## src/rtl/pixel_plot_sink.sv

```systemverilog
// Pixel-plot sink: buffers plot requests in a small FIFO, turns each into a linear framebuffer
// write, and performs full-screen clears that stall new requests until the sweep completes.
module pixel_plot_sink #(
    parameter int unsigned WIDTH      = 160,
    parameter int unsigned HEIGHT     = 120,
    parameter int unsigned FIFO_DEPTH = 4,
    parameter int unsigned ADDR_W     = 15
) (
    input  logic              iClock,
    input  logic              iReset,
    input  logic [7:0]        iX,
    input  logic [6:0]        iY,
    input  logic [2:0]        iColour,
    input  logic              iValid,
    output logic              oReady,
    input  logic              iClear,
    input  logic [2:0]        iClearColour,
    output logic              oBusy,
    output logic [ADDR_W-1:0] oMemAddr,
    output logic [2:0]        oMemData,
    output logic              oMemWe,
    output logic              oDropped,
    output logic [2:0]        oCount
);

    localparam int unsigned PTR_W = (FIFO_DEPTH > 1) ? $clog2(FIFO_DEPTH) : 1;
    localparam int unsigned SW_W  = ADDR_W + 1;
    localparam logic [2:0]      DEPTH_C = 3'(FIFO_DEPTH);
    localparam logic [SW_W-1:0] TOTAL_C = SW_W'(WIDTH * HEIGHT);

    typedef enum logic [0:0] {StRun, StClear} state_e;

    state_e            r_state;
    state_e            w_state_d;

    // Entry layout: {x[7:0], y[6:0], colour[2:0]}
    logic [17:0]       r_fifo [FIFO_DEPTH];
    logic [PTR_W-1:0]  r_wr_ptr;
    logic [PTR_W-1:0]  r_rd_ptr;
    logic [2:0]        r_count;
    logic [2:0]        w_count_d;

    logic              r_clear_pending;
    logic [2:0]        r_clear_colour;
    logic [SW_W-1:0]   r_sweep;

    logic [ADDR_W-1:0] r_addr;
    logic [2:0]        r_data;
    logic              r_we;
    logic              r_dropped;

    logic [ADDR_W-1:0] w_addr_d;
    logic [2:0]        w_data_d;
    logic              w_we_d;
    logic              w_dropped_d;

    logic              w_ready;
    logic              w_push;
    logic              w_pop;
    logic [17:0]       w_head;
    logic [7:0]        w_hx;
    logic [6:0]        w_hy;
    logic [2:0]        w_hc;
    logic              w_onscreen;
    logic [ADDR_W-1:0] w_pix_addr;
    logic              w_sweep_done;

    assign w_ready = !iReset && (r_state == StRun) && !r_clear_pending && (r_count < DEPTH_C);
    assign w_push  = iValid && w_ready;
    assign w_pop   = (r_state == StRun) && (r_count != 3'd0);

    assign w_head       = r_fifo[r_rd_ptr];
    assign w_hx         = w_head[17:10];
    assign w_hy         = w_head[9:3];
    assign w_hc         = w_head[2:0];
    assign w_onscreen   = (32'(w_hx) < WIDTH) && (32'(w_hy) < HEIGHT);
    assign w_pix_addr   = ADDR_W'(w_hy) * ADDR_W'(WIDTH) + ADDR_W'(w_hx);
    assign w_sweep_done = (r_sweep == TOTAL_C);

    always_comb begin
        w_count_d = r_count;
        case ({w_push, w_pop})
            2'b10:   w_count_d = r_count + 3'd1;
            2'b01:   w_count_d = r_count - 3'd1;
            default: w_count_d = r_count;
        endcase
    end

    // FSM state register
    always_ff @(posedge iClock or posedge iReset) begin
        if (iReset) begin
            r_state <= StRun;
        end else begin
            r_state <= w_state_d;
        end
    end

    // FSM next state: the FIFO must be fully drained before the sweep starts
    always_comb begin
        w_state_d = r_state;
        unique case (r_state)
            StRun:   if (r_clear_pending && (r_count == 3'd0)) w_state_d = StClear;
            StClear: if (w_sweep_done) w_state_d = StRun;
            default: w_state_d = StRun;
        endcase
    end

    // FSM outputs: next values of the registered write port
    always_comb begin
        w_we_d      = 1'b0;
        w_dropped_d = 1'b0;
        w_addr_d    = r_addr;
        w_data_d    = r_data;
        unique case (r_state)
            StRun: begin
                if (w_pop) begin
                    if (w_onscreen) begin
                        w_we_d   = 1'b1;
                        w_addr_d = w_pix_addr;
                        w_data_d = w_hc;
                    end else begin
                        w_dropped_d = 1'b1;
                    end
                end
            end
            StClear: begin
                if (!w_sweep_done) begin
                    w_we_d   = 1'b1;
                    w_addr_d = r_sweep[ADDR_W-1:0];
                    w_data_d = r_clear_colour;
                end
            end
            default: ;
        endcase
    end

    always_ff @(posedge iClock) begin
        if (w_push) begin
            r_fifo[r_wr_ptr] <= {iX, iY, iColour};
        end
    end

    always_ff @(posedge iClock or posedge iReset) begin
        if (iReset) begin
            r_wr_ptr        <= '0;
            r_rd_ptr        <= '0;
            r_count         <= '0;
            r_clear_pending <= 1'b0;
            r_clear_colour  <= '0;
            r_sweep         <= '0;
            r_addr          <= '0;
            r_data          <= '0;
            r_we            <= 1'b0;
            r_dropped       <= 1'b0;
        end else begin
            if (w_push) r_wr_ptr <= r_wr_ptr + PTR_W'(1);
            if (w_pop)  r_rd_ptr <= r_rd_ptr + PTR_W'(1);
            r_count <= w_count_d;

            // A clear arriving while one is already pending is ignored
            if ((r_state == StRun) && !r_clear_pending && iClear) begin
                r_clear_pending <= 1'b1;
                r_clear_colour  <= iClearColour;
            end else if ((r_state == StClear) && w_sweep_done) begin
                r_clear_pending <= 1'b0;
            end

            if (r_state == StRun) begin
                r_sweep <= '0;
            end else if (!w_sweep_done) begin
                r_sweep <= r_sweep + SW_W'(1);
            end

            r_addr    <= w_addr_d;
            r_data    <= w_data_d;
            r_we      <= w_we_d;
            r_dropped <= w_dropped_d;
        end
    end

    assign oReady   = w_ready;
    assign oBusy    = r_clear_pending;
    assign oMemAddr = r_addr;
    assign oMemData = r_data;
    assign oMemWe   = r_we;
    assign oDropped = r_dropped;
    assign oCount   = r_count;

endmodule

```

## config.mk

```make
export PLATFORM = sky130hd
export DESIGN_NAME = pixel_plot_sink
export DESIGN_NICKNAME = d
export VERILOG_FILES = /design/src/rtl/pixel_plot_sink.sv
export SDC_FILE = /design/constraint.sdc
export NUM_CORES = 1
export LEC_CHECK = 0
export BUFFER_PORTS_ARGS = -buffer_cell sky130_fd_sc_hd__buf_2
export CORE_MARGIN = 10
export CORE_UTILIZATION = 30
export CTS_BUF_LIST = sky130_fd_sc_hd__clkbuf_8
export CTS_CLUSTER_DIAMETER = 100
export DETAILED_ROUTE_END_ITERATION = 6
export SKIP_CTS_REPAIR_TIMING = 1
export SYNTH_ARGS = -nofsm -noshare
export SYNTH_HDL_FRONTEND = slang
export SYNTH_SLANG_ARGS = --single-unit
```

## constraint.sdc

```tcl
create_clock -name iClock -period 10.49 [get_ports iClock]
set_input_delay 1.5735 -clock iClock [delete_from_list [all_inputs] [get_ports iClock]]
set_output_delay 1.5735 -clock iClock [all_outputs]
set_load 0.01 [all_outputs]
```

==> results.py <==
metrics = {
    "outcome": {
        "outcome": "complete, no violations",
    },
    "min_path": {
        "hp-start": "oMemData[2]",
        "holdPathStages": 2,
        "worstHoldPathType": "flop to flop",
        "whs_endpoint": "oMemData[2]",
    },
    "cells_and_area": {
        "area_growth_pct": 15.7,
        "fillers": 1772,
        "final_nets": 478,
        "layout-drive-gt1-share_pct": 24.7,
        "utilization_pct": 35.2,
        "final_cells": 672,
    },
    "yosys": {
        "synth_common_cells": "72 x edfxtp_1, 48 x dfrtp_1, 25 x nand2_1",
        "synth_xor_area_share_pct": 4.51,
        "synth_cell_types": 48,
        "synth_compound_area_share_pct": 4.92,
        "netlist_area_sq_um": 5440,
        "ys_seq_area_share_pct": 61.8,
        "synth-edff-count": 72,
        "ys_warn_count": 0,
        "synth_area_leaders": "edfxtp_1 40%, dfrtp_1 22%, mux4_2 7.0%, ha_1 4.6%, xnor2_1 3.1%",
        "synth_top_area_share_pct": 39.7,
        "synth_top_family_by_area": "multiplexers",
        "syn_nets": 419,
        "synthFlopType": "edfxtp_1",
        "yosys_register_bits": 120,
        "synthMuxAreaShare_pct": 11.8,
        "syn_inst": 371,
        "avgSynthCellArea_sq_um": 14.7,
        "synthAdderAreaFrac_pct": 5.70,
        "synth_most_common_cell": "edfxtp_1",
        "synthArstFlopShare_pct": 40.0,
        "yosys.area.top_type": "edfxtp_1",
        "synthSimpleGateAreaFrac_pct": 8.62,
    },
    "sta": {
        "holdWs_ps": 481,
        "slew_headroom_pct": 32.2,
        "drv_slew": 0,
        "finalCriticalPeriod_ps": 4170,
        "postLayoutSetupSlackWorst_ps": 6320,
        "rsz0062_at_grt": "false",
        "fin_crit_sh_pct": 39.7,
        "setup-tns-final_ps": 0,
        "fmax_mhz": 240,
        "fin_skew_ps": 12.4,
        "worstMarginPinSlew_ps": 1020,
        "setup_viol": 0,
        "hold_viol_final": 0,
    },
    "critical_path": {
        "cp_top_family": "simple AND/OR/NAND/NOR gates",
        "crit_top_cell": "buf_2",
        "worst_setup_path_end_kind": "output port",
        "r2r-start": "r_rd_ptr[1]",
        "r2r_setup_slack_ps": 6620,
        "cp_cell_sequence": "buf_2, nor4_1, buf_2",
        "worstPathMaxFanout": 6,
        "r2r_cells": 10,
        "slowest_stage": "nor4_1",
        "critical_path_required_ps": 8920,
        "r2r-end": "oMemAddr[12]",
        "startpoint_type": "primary input",
        "max_stage_delay_ps": 650,
        "path_buf_inv": 2,
        "cp_data_arrival_time_ps": 2590,
        "crit_type": "primary input to output port",
    },
    "clock_network": {
        "clockBufferDepth": 2,
        "cts.sinks": 120,
        "cts_made_buffers": 17,
        "htreeDepth": 4,
        "path_clk_slew_ps": 60,
        "clk_latency_ps": 430,
        "cts_tree": "done",
        "cts_root_buffer": "clkbuf_8",
    },
    "power_and_ir_drop": {
        "powerDensity_nw_per_um2": 267,
        "vdd_drop_max_mv": 0.100,
        "cellLeakagePower_nw": 2.53,
    },
    "grt": {
        "grt-ovfl-total": 0,
        "grt_pass1_vias": 3246,
        "antenna_found_initial": 4,
        "grt_pass1_wl_um": 17500,
        "grt_max_degree": 51,
        "grt_usage_pct": 9.36,
    },
    "place": {
        "numPortBuffers": 49,
        "dpl.hpwl_um": 7600,
        "placedCellCount": 640,
        "pre_cts_slack_ps": 6320,
        "place_congestion": 0.776,
    },
    "die": {
        "fp-row-count": 49,
        "core_area_sq_um": 17900,
        "die-height_um": 155,
        "ios": 50,
        "die_w_um": 155,
        "fp.dieArea_sq_um": 23900,
        "start_util_pct": 30.4,
    },
    "route": {
        "wirelength_um": 10600,
        "drc": 0,
        "ant_nets": 0,
        "viasPerCell": 4.54,
        "vias": 3049,
        "drtPass1Iterations": 4,
        "drt_iter0_markers": 211,
        "routedWlPerCell_um": 15.8,
    },
    "run": {
        "maxCapViolCount": 0,
    },
}
-- per-layer routing --
metal	part of all wire, %	vias to the layer above	track usage [%]
met4	0.69	6	2.74
met3	6.5	16	4.71
met1	45	1482	11.1
met2	48	52	14.5
li1	-	1493	-
met5	0.31	-	0
-- worst max-delay path by stage --
| stage | startpoint | endpoint | slack [ps] | cells past startpoint |
|---|---|---|---|---|
| floorplan | iReset | oReady | 6690 | 1 |
| global placement | iReset | oReady | 6370 | 3 |
| detailed placement | iReset | oReady | 6320 | 3 |
| CTS | iReset | oReady | 6330 | 3 |
| global route | iReset | oReady | 6270 | 3 |
| finish | iReset | oReady | 6320 | 3 |
-- through the flow --
stage	area, sq um	total power, mW
detailed placement	5930	1.31
finish	6300	1.68
global route	6300	1.82
CTS	6290	1.71
global placement	5930	1.30
floorplan	5440	1.15
-- sequential cells by signal, indices dropped and copies added (netlist names) --
name	cells
r_fifo	72
r_sweep	16
oMemAddr	15
oCount	3
oMemData	3
r_clear_colour	3
r_rd_ptr	2
r_wr_ptr	2
oBusy	1
oDropped	1
oMemWe	1
r_state	1
-- worst min-delay path, stage by stage, from the launching register on --
cell and delay [ps]:
dfrtp_1 340, nand2_1 50, o21ai_0 60
-- layout make-up --
cell class	count	area [sq um]	area share, %
clock buffer	17	234	3.72
sequential	120	3360	53.4
tap	229	287	4.55
timing repair buffer	52	268	4.25
clock inverter	14	135	2.15
multi-input combinational	219	1930	30.7
inverter	20	75.1	1.19
antenna	1	2.50	0.0397
-- cells in the final DEF, fill, tap and decap left out, drive strengths merged, types with 5 or more instances in the layout --
cell type  Yosys  routed
xor2           9       9
mux2           8       8
o21ai         21      21
and2          15      15
ha            20      20
inv           20      24
mux4          18      18
nand2         25      25
nand3          5       5
nor4           5       5
buf            5      52
clkbuf         7      17
edfxtp        72      72
clkinv         0       6
nor3           6       6
xnor2         19      19
dfrtp         48      48
nor2           8       8
mux2i         13      13
-- cell families (layout without fill, tap and decap cells) --
group | Yosys count | in the layout
flip-flops | 120 | 120
AND/OR/NAND/NOR | 88 | 88
AO/OA/AOI/OAI | 41 | 41
multiplexers | 39 | 39
buffers and inverters | 32 | 103
XOR/XNOR | 28 | 28
adder cells (fa/ha/maj) | 23 | 23
other | 0 | 1
-- report_power, final --
group / switching [mW] / total (mW) / internal [mW]
Sequential: 0.0515 / 0.601 / 0.549
Clock: 0.183 / 0.390 / 0.207
Combinational: 0.367 / 0.691 / 0.324
No activity file was read; power rests on OpenSTA's default activity.
